## config.mk

```make
export PLATFORM = sky130hd
export DESIGN_NAME = rob_multi_commit_flat
export DESIGN_NICKNAME = d
export VERILOG_FILES = /design/src/rtl/qu_pkg.sv /design/src/rtl/rob_multi_commit_if.sv /design/src/rtl/rob_commit_select.sv /design/src/rtl/rob_multi_commit.sv /design/src/flat_wrapper.sv
export SDC_FILE = /design/constraint.sdc
export NUM_CORES = 1
export LEC_CHECK = 0
export CELL_PAD_IN_SITES_DETAIL_PLACEMENT = 0
export CELL_PAD_IN_SITES_GLOBAL_PLACEMENT = 2
export CORE_MARGIN = 2
export CORE_UTILIZATION = 43
export CTS_BUF_LIST = sky130_fd_sc_hd__clkbuf_8
export DETAILED_ROUTE_END_ITERATION = 8
export GPL_TIMING_DRIVEN = 0
export PLACE_DENSITY_LB_ADDON = 0.1
export SYNTH_ARGS = -nofsm -noshare
export SYNTH_HDL_FRONTEND = slang
export SYNTH_SLANG_ARGS = --single-unit
```

## constraint.sdc

```tcl
create_clock -name clk -period 10.4 [get_ports clk]
set_clock_uncertainty 0.05 [all_clocks]
set_input_delay 2.08 -clock clk [delete_from_list [all_inputs] [get_ports clk]]
set_output_delay 2.08 -clock clk [all_outputs]
set_load 0.01 [all_outputs]
```

## src/rtl/qu_pkg.sv

```systemverilog
// Shared Qu back-end types: physical register file address/data and the ROB entry record.
package qu_pkg;

  localparam int PHY_RF_ADDR_W = 6;
  localparam int PHY_RF_DATA_W = 32;

  typedef logic [PHY_RF_ADDR_W-1:0] phy_rf_addr_t;
  typedef logic [PHY_RF_DATA_W-1:0] phy_rf_data_t;

  typedef struct packed {
    logic         valid;
    logic         done;
    logic         has_dest;
    phy_rf_addr_t dest;
    phy_rf_data_t value;
  } rob_entry_t;

endpackage

```

## src/rtl/rob_multi_commit_if.sv

```systemverilog
// Dispatch, completion and commit-side signals of the multi-commit reorder buffer.
interface rob_multi_commit_if #(
  parameter int ROB_DEPTH    = 8,
  parameter int COMMIT_WIDTH = 2,
  parameter int NUM_WB       = 2
);
  import qu_pkg::*;

  localparam int ADDR_W = $clog2(ROB_DEPTH);
  localparam int CNT_W  = $clog2(ROB_DEPTH) + 1;

  typedef logic [ADDR_W-1:0] rob_addr_t;

  logic                               rob_incr_tail_ptr;
  logic                               rob_alloc_has_dest;
  phy_rf_addr_t                       rob_alloc_dest;
  logic                               rob_flush;
  logic         [NUM_WB-1:0]          wb_en;
  rob_addr_t    [NUM_WB-1:0]          wb_rob_addr;
  phy_rf_data_t [NUM_WB-1:0]          wb_value;

  rob_addr_t                          rob_tail_ptr;
  logic                               rob_full;
  logic                               rob_empty;
  logic         [CNT_W-1:0]           rob_count;
  logic         [COMMIT_WIDTH-1:0]    phy_rf_wr_en;
  phy_rf_addr_t [COMMIT_WIDTH-1:0]    phy_rf_wr_addr;
  phy_rf_data_t [COMMIT_WIDTH-1:0]    phy_rf_wr_data;
  logic         [COMMIT_WIDTH-1:0]    busy_table_wr_en;
  phy_rf_addr_t [COMMIT_WIDTH-1:0]    busy_table_wr_addr;
  logic         [COMMIT_WIDTH-1:0]    busy_table_wr_data;

  modport master (
    output rob_incr_tail_ptr, rob_alloc_has_dest, rob_alloc_dest, rob_flush,
           wb_en, wb_rob_addr, wb_value,
    input  rob_tail_ptr, rob_full, rob_empty, rob_count,
           phy_rf_wr_en, phy_rf_wr_addr, phy_rf_wr_data,
           busy_table_wr_en, busy_table_wr_addr, busy_table_wr_data
  );

  modport slave (
    input  rob_incr_tail_ptr, rob_alloc_has_dest, rob_alloc_dest, rob_flush,
           wb_en, wb_rob_addr, wb_value,
    output rob_tail_ptr, rob_full, rob_empty, rob_count,
           phy_rf_wr_en, phy_rf_wr_addr, phy_rf_wr_data,
           busy_table_wr_en, busy_table_wr_addr, busy_table_wr_data
  );

endinterface

```

## src/rtl/rob_commit_select.sv

```systemverilog
// Counts the run of valid&done entries starting at head, capped by commit width and occupancy.
module rob_commit_select #(
  parameter int ROB_DEPTH    = 8,
  parameter int COMMIT_WIDTH = 2
) (
  input  logic [ROB_DEPTH-1:0]                            valid,
  input  logic [ROB_DEPTH-1:0]                            done,
  input  logic [$clog2(ROB_DEPTH)-1:0]                    head,
  input  logic [$clog2(ROB_DEPTH):0]                      count,
  output logic [$clog2(COMMIT_WIDTH+1)-1:0]               k,
  output logic [COMMIT_WIDTH-1:0][$clog2(ROB_DEPTH)-1:0]  idx
);

  localparam int ADDR_W = $clog2(ROB_DEPTH);
  localparam int CNT_W  = $clog2(ROB_DEPTH) + 1;

  logic stop;

  // NOTE: every variable gets a default before the loop so no path leaves it unassigned (no latch).
  always_comb begin
    k    = '0;
    idx  = '0;
    stop = 1'b0;
    for (int j = 0; j < COMMIT_WIDTH; j++) begin
      // Index arithmetic truncates to ADDR_W bits, which is the modulo wrap.
      idx[j] = head + ADDR_W'(j);
      if (!stop && (CNT_W'(j) < count) && valid[idx[j]] && done[idx[j]]) begin
        k = k + 1'b1;
      end else begin
        stop = 1'b1;
      end
    end
  end

endmodule

```

## src/rtl/rob_multi_commit.sv

```systemverilog
// Reorder buffer with NUM_WB completion ports and in-order retire of up to COMMIT_WIDTH entries per cycle.
module rob_multi_commit
  import qu_pkg::*;
#(
  parameter int ROB_DEPTH    = 8,
  parameter int COMMIT_WIDTH = 2,
  parameter int NUM_WB       = 2
) (
  input  logic               clk,
  input  logic               rst,
  rob_multi_commit_if.slave  rob
);

  localparam int ADDR_W = $clog2(ROB_DEPTH);
  localparam int CNT_W  = $clog2(ROB_DEPTH) + 1;
  localparam int KW     = $clog2(COMMIT_WIDTH + 1);

  typedef logic [ADDR_W-1:0] rob_addr_t;

  rob_entry_t entry_q [ROB_DEPTH];
  rob_entry_t entry_d [ROB_DEPTH];

  rob_addr_t  head_q,  head_d;
  rob_addr_t  tail_q,  tail_d;
  logic [CNT_W-1:0] count_q, count_d;

  logic         [COMMIT_WIDTH-1:0] wr_en_q,   wr_en_d;
  phy_rf_addr_t [COMMIT_WIDTH-1:0] wr_addr_q, wr_addr_d;
  phy_rf_data_t [COMMIT_WIDTH-1:0] wr_data_q, wr_data_d;

  logic [ROB_DEPTH-1:0]           entry_valid;
  logic [ROB_DEPTH-1:0]           entry_done;
  logic [KW-1:0]                  commit_k;
  rob_addr_t [COMMIT_WIDTH-1:0]   commit_idx;
  logic                           full;
  logic                           alloc_ok;

  always_comb begin
    entry_valid = '0;
    entry_done  = '0;
    for (int i = 0; i < ROB_DEPTH; i++) begin
      entry_valid[i] = entry_q[i].valid;
      entry_done[i]  = entry_q[i].done;
    end
  end

  rob_commit_select #(
    .ROB_DEPTH    (ROB_DEPTH),
    .COMMIT_WIDTH (COMMIT_WIDTH)
  ) u_commit_select (
    .valid (entry_valid),
    .done  (entry_done),
    .head  (head_q),
    .count (count_q),
    .k     (commit_k),
    .idx   (commit_idx)
  );

  assign full     = (count_q == CNT_W'(ROB_DEPTH));
  assign alloc_ok = rob.rob_incr_tail_ptr && !full;

  always_comb begin
    entry_d   = entry_q;
    head_d    = head_q;
    tail_d    = tail_q;
    count_d   = count_q;
    wr_en_d   = '0;
    wr_addr_d = '0;
    wr_data_d = '0;

    // Ascending port order lets the highest-indexed port win on an address collision.
    for (int i = 0; i < NUM_WB; i++) begin
      if (rob.wb_en[i] && entry_q[rob.wb_rob_addr[i]].valid) begin
        entry_d[rob.wb_rob_addr[i]].done  = 1'b1;
        entry_d[rob.wb_rob_addr[i]].value = rob.wb_value[i];
      end
    end

    for (int j = 0; j < COMMIT_WIDTH; j++) begin
      if (KW'(j) < commit_k) begin
        wr_en_d[j]                    = entry_q[commit_idx[j]].has_dest;
        wr_addr_d[j]                  = entry_q[commit_idx[j]].dest;
        wr_data_d[j]                  = entry_q[commit_idx[j]].value;
        entry_d[commit_idx[j]].valid  = 1'b0;
        entry_d[commit_idx[j]].done   = 1'b0;
      end
    end
    head_d = head_q + ADDR_W'(commit_k);

    // The tail slot is never valid while not full, so it cannot collide with a retiring entry.
    if (alloc_ok) begin
      entry_d[tail_q] = '{valid:    1'b1,
                          done:     1'b0,
                          has_dest: rob.rob_alloc_has_dest,
                          dest:     rob.rob_alloc_dest,
                          value:    '0};
      tail_d = tail_q + 1'b1;
    end
    count_d = count_q + CNT_W'(alloc_ok) - CNT_W'(commit_k);

    if (rob.rob_flush) begin
      for (int i = 0; i < ROB_DEPTH; i++) begin
        entry_d[i].valid = 1'b0;
        entry_d[i].done  = 1'b0;
      end
      head_d    = '0;
      tail_d    = '0;
      count_d   = '0;
      wr_en_d   = '0;
      wr_addr_d = '0;
      wr_data_d = '0;
    end
  end

  // NOTE: state updates use non-blocking assignments so every flop samples the pre-edge value.
  always_ff @(posedge clk or negedge rst) begin
    if (!rst) begin
      head_q    <= '0;
      tail_q    <= '0;
      count_q   <= '0;
      wr_en_q   <= '0;
      wr_addr_q <= '0;
      wr_data_q <= '0;
      // NOTE: the whole entry array is reset, payload included, so no X ever reaches commit data.
      entry_q   <= '{default: '0};
    end else begin
      head_q    <= head_d;
      tail_q    <= tail_d;
      count_q   <= count_d;
      wr_en_q   <= wr_en_d;
      wr_addr_q <= wr_addr_d;
      wr_data_q <= wr_data_d;
      entry_q   <= entry_d;
    end
  end

  assign rob.rob_tail_ptr       = tail_q;
  assign rob.rob_full           = full;
  assign rob.rob_empty          = (count_q == '0);
  assign rob.rob_count          = count_q;
  assign rob.phy_rf_wr_en       = wr_en_q;
  assign rob.phy_rf_wr_addr     = wr_addr_q;
  assign rob.phy_rf_wr_data     = wr_data_q;
  assign rob.busy_table_wr_en   = wr_en_q;
  assign rob.busy_table_wr_addr = wr_addr_q;
  assign rob.busy_table_wr_data = '0;

endmodule
```

## src/flat_wrapper.sv

```systemverilog
// flat-port wrapper written by rule: the top's interface ports become plain ports
module rob_multi_commit_flat import qu_pkg::*;
#(
  parameter int ROB_DEPTH    = 8,
  parameter int COMMIT_WIDTH = 2,
  parameter int NUM_WB       = 2
)
  (clk, rst, rob_rob_incr_tail_ptr, rob_rob_alloc_has_dest, rob_rob_alloc_dest, rob_rob_flush, rob_wb_en, rob_wb_rob_addr, rob_wb_value, rob_rob_tail_ptr, rob_rob_full, rob_rob_empty, rob_rob_count, rob_phy_rf_wr_en, rob_phy_rf_wr_addr, rob_phy_rf_wr_data, rob_busy_table_wr_en, rob_busy_table_wr_addr, rob_busy_table_wr_data);
  rob_multi_commit_if #(.ROB_DEPTH(ROB_DEPTH), .COMMIT_WIDTH(COMMIT_WIDTH), .NUM_WB(NUM_WB)) rob_i ();
  input  logic clk;
  input  logic rst;
  input wire logic [$bits(rob_i.rob_incr_tail_ptr)-1:0] rob_rob_incr_tail_ptr;
  input wire logic [$bits(rob_i.rob_alloc_has_dest)-1:0] rob_rob_alloc_has_dest;
  input wire logic [$bits(rob_i.rob_alloc_dest)-1:0] rob_rob_alloc_dest;
  input wire logic [$bits(rob_i.rob_flush)-1:0] rob_rob_flush;
  input wire logic [$bits(rob_i.wb_en)-1:0] rob_wb_en;
  input wire logic [$bits(rob_i.wb_rob_addr)-1:0] rob_wb_rob_addr;
  input wire logic [$bits(rob_i.wb_value)-1:0] rob_wb_value;
  output wire logic [$bits(rob_i.rob_tail_ptr)-1:0] rob_rob_tail_ptr;
  output wire logic [$bits(rob_i.rob_full)-1:0] rob_rob_full;
  output wire logic [$bits(rob_i.rob_empty)-1:0] rob_rob_empty;
  output wire logic [$bits(rob_i.rob_count)-1:0] rob_rob_count;
  output wire logic [$bits(rob_i.phy_rf_wr_en)-1:0] rob_phy_rf_wr_en;
  output wire logic [$bits(rob_i.phy_rf_wr_addr)-1:0] rob_phy_rf_wr_addr;
  output wire logic [$bits(rob_i.phy_rf_wr_data)-1:0] rob_phy_rf_wr_data;
  output wire logic [$bits(rob_i.busy_table_wr_en)-1:0] rob_busy_table_wr_en;
  output wire logic [$bits(rob_i.busy_table_wr_addr)-1:0] rob_busy_table_wr_addr;
  output wire logic [$bits(rob_i.busy_table_wr_data)-1:0] rob_busy_table_wr_data;
  assign rob_i.rob_incr_tail_ptr = rob_rob_incr_tail_ptr;
  assign rob_i.rob_alloc_has_dest = rob_rob_alloc_has_dest;
  assign rob_i.rob_alloc_dest = rob_rob_alloc_dest;
  assign rob_i.rob_flush = rob_rob_flush;
  assign rob_i.wb_en = rob_wb_en;
  assign rob_i.wb_rob_addr = rob_wb_rob_addr;
  assign rob_i.wb_value = rob_wb_value;
  assign rob_rob_tail_ptr = rob_i.rob_tail_ptr;
  assign rob_rob_full = rob_i.rob_full;
  assign rob_rob_empty = rob_i.rob_empty;
  assign rob_rob_count = rob_i.rob_count;
  assign rob_phy_rf_wr_en = rob_i.phy_rf_wr_en;
  assign rob_phy_rf_wr_addr = rob_i.phy_rf_wr_addr;
  assign rob_phy_rf_wr_data = rob_i.phy_rf_wr_data;
  assign rob_busy_table_wr_en = rob_i.busy_table_wr_en;
  assign rob_busy_table_wr_addr = rob_i.busy_table_wr_addr;
  assign rob_busy_table_wr_data = rob_i.busy_table_wr_data;
  rob_multi_commit #(.ROB_DEPTH(ROB_DEPTH), .COMMIT_WIDTH(COMMIT_WIDTH), .NUM_WB(NUM_WB)) u_core (.clk(clk), .rst(rst), .rob(rob_i));
endmodule
```

---- Word-level counts from Yosys, hierarchy flattened ----
Index checks and enable logic that the tools add are counted.
operators by class
  bitwise logic cells ..................... 5
  reductions and logical operators ........ 16
  add/sub/neg operators ................... 6
  eq/ne operators ......................... 1
  magnitude comparators ................... 16
  mux-type cells .......................... 75
operators with widths
  kind                                                                           number
  328-bit bitwise mux                                                            9
  328-bit 2-to-1 mux                                                             5
  41-bit demux with 3-bit select                                                 9
  41-bit binary-select mux with 3-bit select                                     4
  41-bit 2-to-1 mux                                                              7
  40-bit 2-to-1 mux                                                              4
  39-bit 2-to-1 mux                                                              4
  32-bit 2-to-1 mux                                                              4
  64-bit 2-to-1 mux                                                              1
  4-bit greater-or-equal comparator (second input constant)                      5
  4-bit by 1-bit less-than comparator with 1-bit output (second input constant)  5
  2-bit 2-to-1 mux                                                               10
  3-bit NOT with 4-bit output                                                    5
  1-bit logical AND                                                              13
  1-bit binary-select mux with 3-bit select                                      4
  12-bit 2-to-1 mux                                                              1
  6-bit 2-to-1 mux                                                               2
  3-bit 2-to-1 mux                                                               3
  1-bit by 4-bit less-than comparator with 1-bit output (first input constant)   2
  3-bit by 4-bit less-than comparator with 1-bit output (second input constant)  2
  1-bit 2-to-1 mux                                                               7
  3-bit by 1-bit adder with 3-bit output (second input constant)                 2
  4-bit by 1-bit adder with 4-bit output                                         1
  4-bit == test (second input constant)                                          1
  other kinds (8)                                                                9
word-level totals
  logic and storage cells ................. 167
  input port bits ......................... 83
  register bits after elaboration ......... 416
  output and inout port bits .............. 103

---- Depth between registers and ports, before layout ----
  depth in word-level cells ............... 20
  mapped depth ............................ 16

---- Modules after synthesis ----
A second synthesis with hierarchy kept.
unflattened totals
  cells, all modules ...................... 2090
  area, all modules ....................... 24220.7 sq um
by module, submodules not included
  module             times used  area an instance (sq um)  cells an instance
  rob_multi_commit   1           23911.7                   2051
  rob_commit_select  1           309.0                     39

---- Worst setup path before layout ----
OpenSTA, ideal clock, no wires.
  path kind ............................... input port to flip-flop
  start ................................... in rob_wb_rob_addr[1]
  end ..................................... reg u_core.entry_q[64] in the netlist's numbering
  required time ........................... 10.218 ns
  arrival time ............................ 3.384 ns
  path buffers ............................ 3
  setup slack ............................. 6.834 ns
  cell stages on the path ................. 8
  library setup time ...................... 0.132 ns
  path through ............................ buf_2 > mux2i_1 > nor3_1 > o31a_1 > buf_2 > buf_2 > mux2i_1 > o2bb2ai_1
RTL lines
  element                 line                     RTL
  start: declaration      flat_wrapper.sv:17       input wire logic [$bits(rob_i.wb_rob_addr)-1:0] rob_wb_rob_addr;
  end signal: assignment  rob_multi_commit.sv:133  entry_q <= entry_d;
  end: declaration        rob_multi_commit.sv:20   rob_entry_t entry_q [ROB_DEPTH];

==> impl_metrics.py <==
metrics = {
    "logic_synthesis": {
        "synth_top_family_by_area": "compound AO/OA/AOI/OAI gates",
        "synthDistinctLibCells": 65,
        "synth-seq-area-share_pct": 45.0,
        "synth_edf_count": 0,
        "synth-adder-area-share_pct": 0.769,
        "yosys_register_bits": 416,
        "synthXorXnorAreaFrac_pct": 0.265,
        "netlist_instances": 2191,
        "syn_avg_cell_area_um2": 10.5,
        "synthesis.area_mm2": 0.0231,
        "ys_async_sr_fraction_pct": 100,
        "synth_ff_type": "dfrtp_1",
        "muxShareOfSynthArea_pct": 17.8,
        "yosys_warnings": 0,
        "synth-compound-area-share_pct": 22.9,
        "synth-simple-area-share_pct": 7.27,
    },
    "routing": {
        "via_per_inst": 6.96,
        "wl_per_cell_um": 36.8,
        "drt_wl_total_um": 115000,
        "drt_iter0_drc": 3183,
        "drcViolationCount": 0,
        "via_count": 21800,
        "drt_pass1_iterations": 8,
        "final_antenna_net_count": 0,
    },
    "setup_path": {
        "critPathMaxStageDelay_ns": 1.13,
        "path_class": "register to register",
        "worstSetupEndpoint": "u_core.rob.phy_rf_wr_data[52]$_DFF_PN0_",
        "startpoint": "u_core.head_q[1]$_DFF_PN0_",
        "crit_fanout": 10,
        "rr_startpoint": "u_core.head_q[1]$_DFF_PN0_",
        "crit_path_frequent_cell": "clkbuf_1",
        "worstPathRequired_ns": 10.81,
        "crit_arrival_ns": 6.46,
        "crit_path_end_kind": "register",
        "path_depth": 12,
        "r2r_setup_slack_ns": 4.35,
        "crit_family": "buffers and inverters",
        "cp_cell_sequence": "ha_1 > clkbuf_1 > nand2_1 > buf_2 > buf_1 > o22ai_1 > nor4b_1 > ha_1 > nand2b_1 > clkbuf_1 > clkbuf_1 > a2111oi_0",
        "r2r_cells": 12,
        "crit_path_start_kind": "register",
        "crit_buf_inv": 5,
        "r2r-end": "u_core.rob.phy_rf_wr_data[52]$_DFF_PN0_",
        "cp_slowest_cell": "a2111oi_0",
    },
    "place": {
        "dpl.cell_count": 3001,
        "gp_congestion": 0.987,
        "io_buffers": 117,
        "dp_hpwl_um": 74200,
    },
    "global_route": {
        "grtUsageMet3_pct": 12.0,
        "grt_max_degree": 118,
        "grt_pass1_vias": 21300,
        "grt_pass1_wl_um": 162000,
        "grt_overflow_total": 0,
        "antenna_found_initial": 2,
        "track_usage_pct": 40.9,
        "grtUsageMet2_pct": 60.0,
        "grt-busiest-layer": "met2",
        "use_met1_pct": 54.1,
    },
    "floorplan": {
        "rows": 84,
        "die_h_um": 236,
        "dieWidth_um": 236,
        "start_util_pct": 43.7,
        "ios": 186,
        "core_area_mm2": 0.0529,
        "dieArea_mm2": 0.0556,
    },
    "timing": {
        "tightest_slew_ns": 1.65,
        "min_period_over_period_pct": 58.2,
        "setup_viol": 0,
        "fmax_mhz": 165,
        "slew-limit-headroom_pct": -9.99,
        "min_period_ns": 6.05,
        "rsz0062_at_grt": "no",
        "whs_ns": 0.450,
        "hold_violations": 0,
        "drv_slew": 44,
    },
    "clocking": {
        "ctsResizeCount": 0,
        "clockBufferDepth": 3,
        "cts-hold-fix-buffers": 0,
        "cts_made_buffers": 76,
        "clkLatencyLatePin_ns": 0.71,
        "cts.clk_slew.worst_paths_ns": 0.06,
        "htree_levels": 3,
        "cts_sinks": 416,
        "post_cts_buffers": 0,
        "root_buffer": "clkbuf_8",
        "tritoncts": "yes",
    },
    "outcome": {
        "outcome": "finished, violations left",
        "violations": "capacitance limit, slew limit",
    },
    "cells_and_area": {
        "syn_to_final_growth_pct": 16.1,
        "diodes": 0,
        "fin_cells": 3130,
        "final_cell_mix": "416 x dfrtp_1, 316 x mux2i_1, 160 x o2bb2ai_1",
        "fillers": 4933,
        "layout_commonest_cell": "dfrtp_1",
        "drive_gt1_share_pct": 13.6,
        "nNetsFinal": 2487,
    },
    "hold_path": {
        "hold_path_startpoint": "u_core.entry_q[198]$_DFFE_PN0P_",
        "min_path_type": "register to register",
    },
    "pwr": {
        "peakVddDrop_uv": 88.9,
        "power_leakage_uw": 0.0119,
        "finalPower_uw": 4310,
        "power.density_mw_per_mm2": 160,
    },
    "run": {
        "max_cap_violations": 4,
    },
}
==> power by group <==
group	total [µW]	switching [µW]	internal, µW
Clock	1660	765	896
Sequential	1980	172	1810
Combinational	663	364	299
==> worst reg2reg max path, delay by kind of cell (launching register included) <==
family	cells	cell delay, ns
AOI/OAI and AO/OA	2	1.48
adders and majority gates	2	0.75
buffers and inverters	5	2.37
DFF	1	0.42
and+or+nand+nor	3	0.76
==> synthesized netlist by cell type, drive strengths merged (3+ instances only) <==
| cell | n | area (µm²) |
|---|---|---|
| clkbuf | 153 | 574 |
| o21ai | 62 | 310 |
| nor2 | 128 | 480 |
| buf | 136 | 734 |
| nor2b | 34 | 213 |
| o2bb2ai | 160 | 1400 |
| o221ai | 98 | 858 |
| nand2b | 12 | 75.1 |
| and3 | 9 | 56.3 |
| nor4b | 3 | 26.3 |
| nand4 | 5 | 31.3 |
| o22a | 6 | 52.6 |
| nand2 | 53 | 201 |
| nand3b | 5 | 37.5 |
| a211oi | 159 | 1190 |
| a22o | 5 | 43.8 |
| nor3 | 8 | 40.0 |
| xnor2 | 5 | 43.8 |
| a31oi | 6 | 37.5 |
| or2 | 4 | 25.0 |
| ha | 11 | 138 |
| mux2i | 316 | 3160 |
| nor3b | 9 | 67.6 |
| inv | 17 | 63.8 |
| dfrtp | 416 | 10400 |
| a2111oi | 31 | 278 |
| and2 | 47 | 294 |
| o21a | 3 | 22.5 |
| mux2 | 83 | 935 |
| nand3 | 14 | 80.1 |
| o22ai | 67 | 419 |
| a21oi | 91 | 455 |
| o311ai | 3 | 26.3 |
==> logic make-up (layout without fill, tap and decap cells) <==
family / after synthesis / after routing
fa+ha+maj: 13 / 13
flops: 416 / 416
xor+xnor: 7 / 7
other cells: 1 / 2
simple gates: 337 / 337
mux: 400 / 400
buf+inv: 306 / 556
compound gates: 711 / 711
==> routing by layer <==
| metal | vias up | share of wire, % |
|---|---|---|
| met4 | 2 | 6.2 |
| met5 | - | 0.0095 |
| met2 | 1649 | 43 |
| met1 | 11000 | 40 |
| li1 | 8705 | - |
| met3 | 426 | 11 |
==> state kept, by name, summed over array words and instances, names as in the netlist <==
name                           cells
u_core.entry_q                   320
u_core.rob.phy_rf_wr_data         64
u_core.rob.busy_table_wr_addr     12
u_core.entry_done                  8
u_core.rob.rob_count               4
u_core.head_q                      3
u_core.rob.rob_tail_ptr            3
u_core.rob.busy_table_wr_en        2
==> how the worst min path moves through the flow <==
stage	endpoint	slack, ns	depth (start not counted)
final	u_core.entry_q[198]$_DFFE_PN0P_	0.45	2
after global routing	u_core.entry_q[198]$_DFFE_PN0P_	0.47	2
after CTS	u_core.entry_q[198]$_DFFE_PN0P_	0.44	2
after floorplan	u_core.entry_q[197]$_DFFE_PN0P_	0.40	2
after global placement	u_core.entry_q[198]$_DFFE_PN0P_	0.43	2
after detailed placement	u_core.entry_q[198]$_DFFE_PN0P_	0.43	2
==> per-stage QoR <==
step	utilization, %	setup WS (ns)	TNS, ns	area, µm²
6_report	50.8	4.35	0	26800
5_1_grt	50.8	4.32	0	26800
4_1_cts	50.8	4.78	0	26800
3_5_place_dp	47.8	4.83	0	25300
3_3_place_gp	47.6	-11.97	-4961.62	25100
2_1_floorplan	-	6.83	0	23100
==> area by class of cell <==
type                       count  area, µm²  share of cell area [%]
clock buffer                 106       1460                    5.44
clock inverter                23       97.6                   0.364
buffer                       289       1310                    4.88
inverter                      17       63.8                   0.238
sequential                   416      10400                    38.8
tap                          688        861                    3.21
multi-input combinational   1470      11300                    42.3
timing repair buffer         121       1290                    4.79
Note: power is estimated with default switching activity, not from simulation.
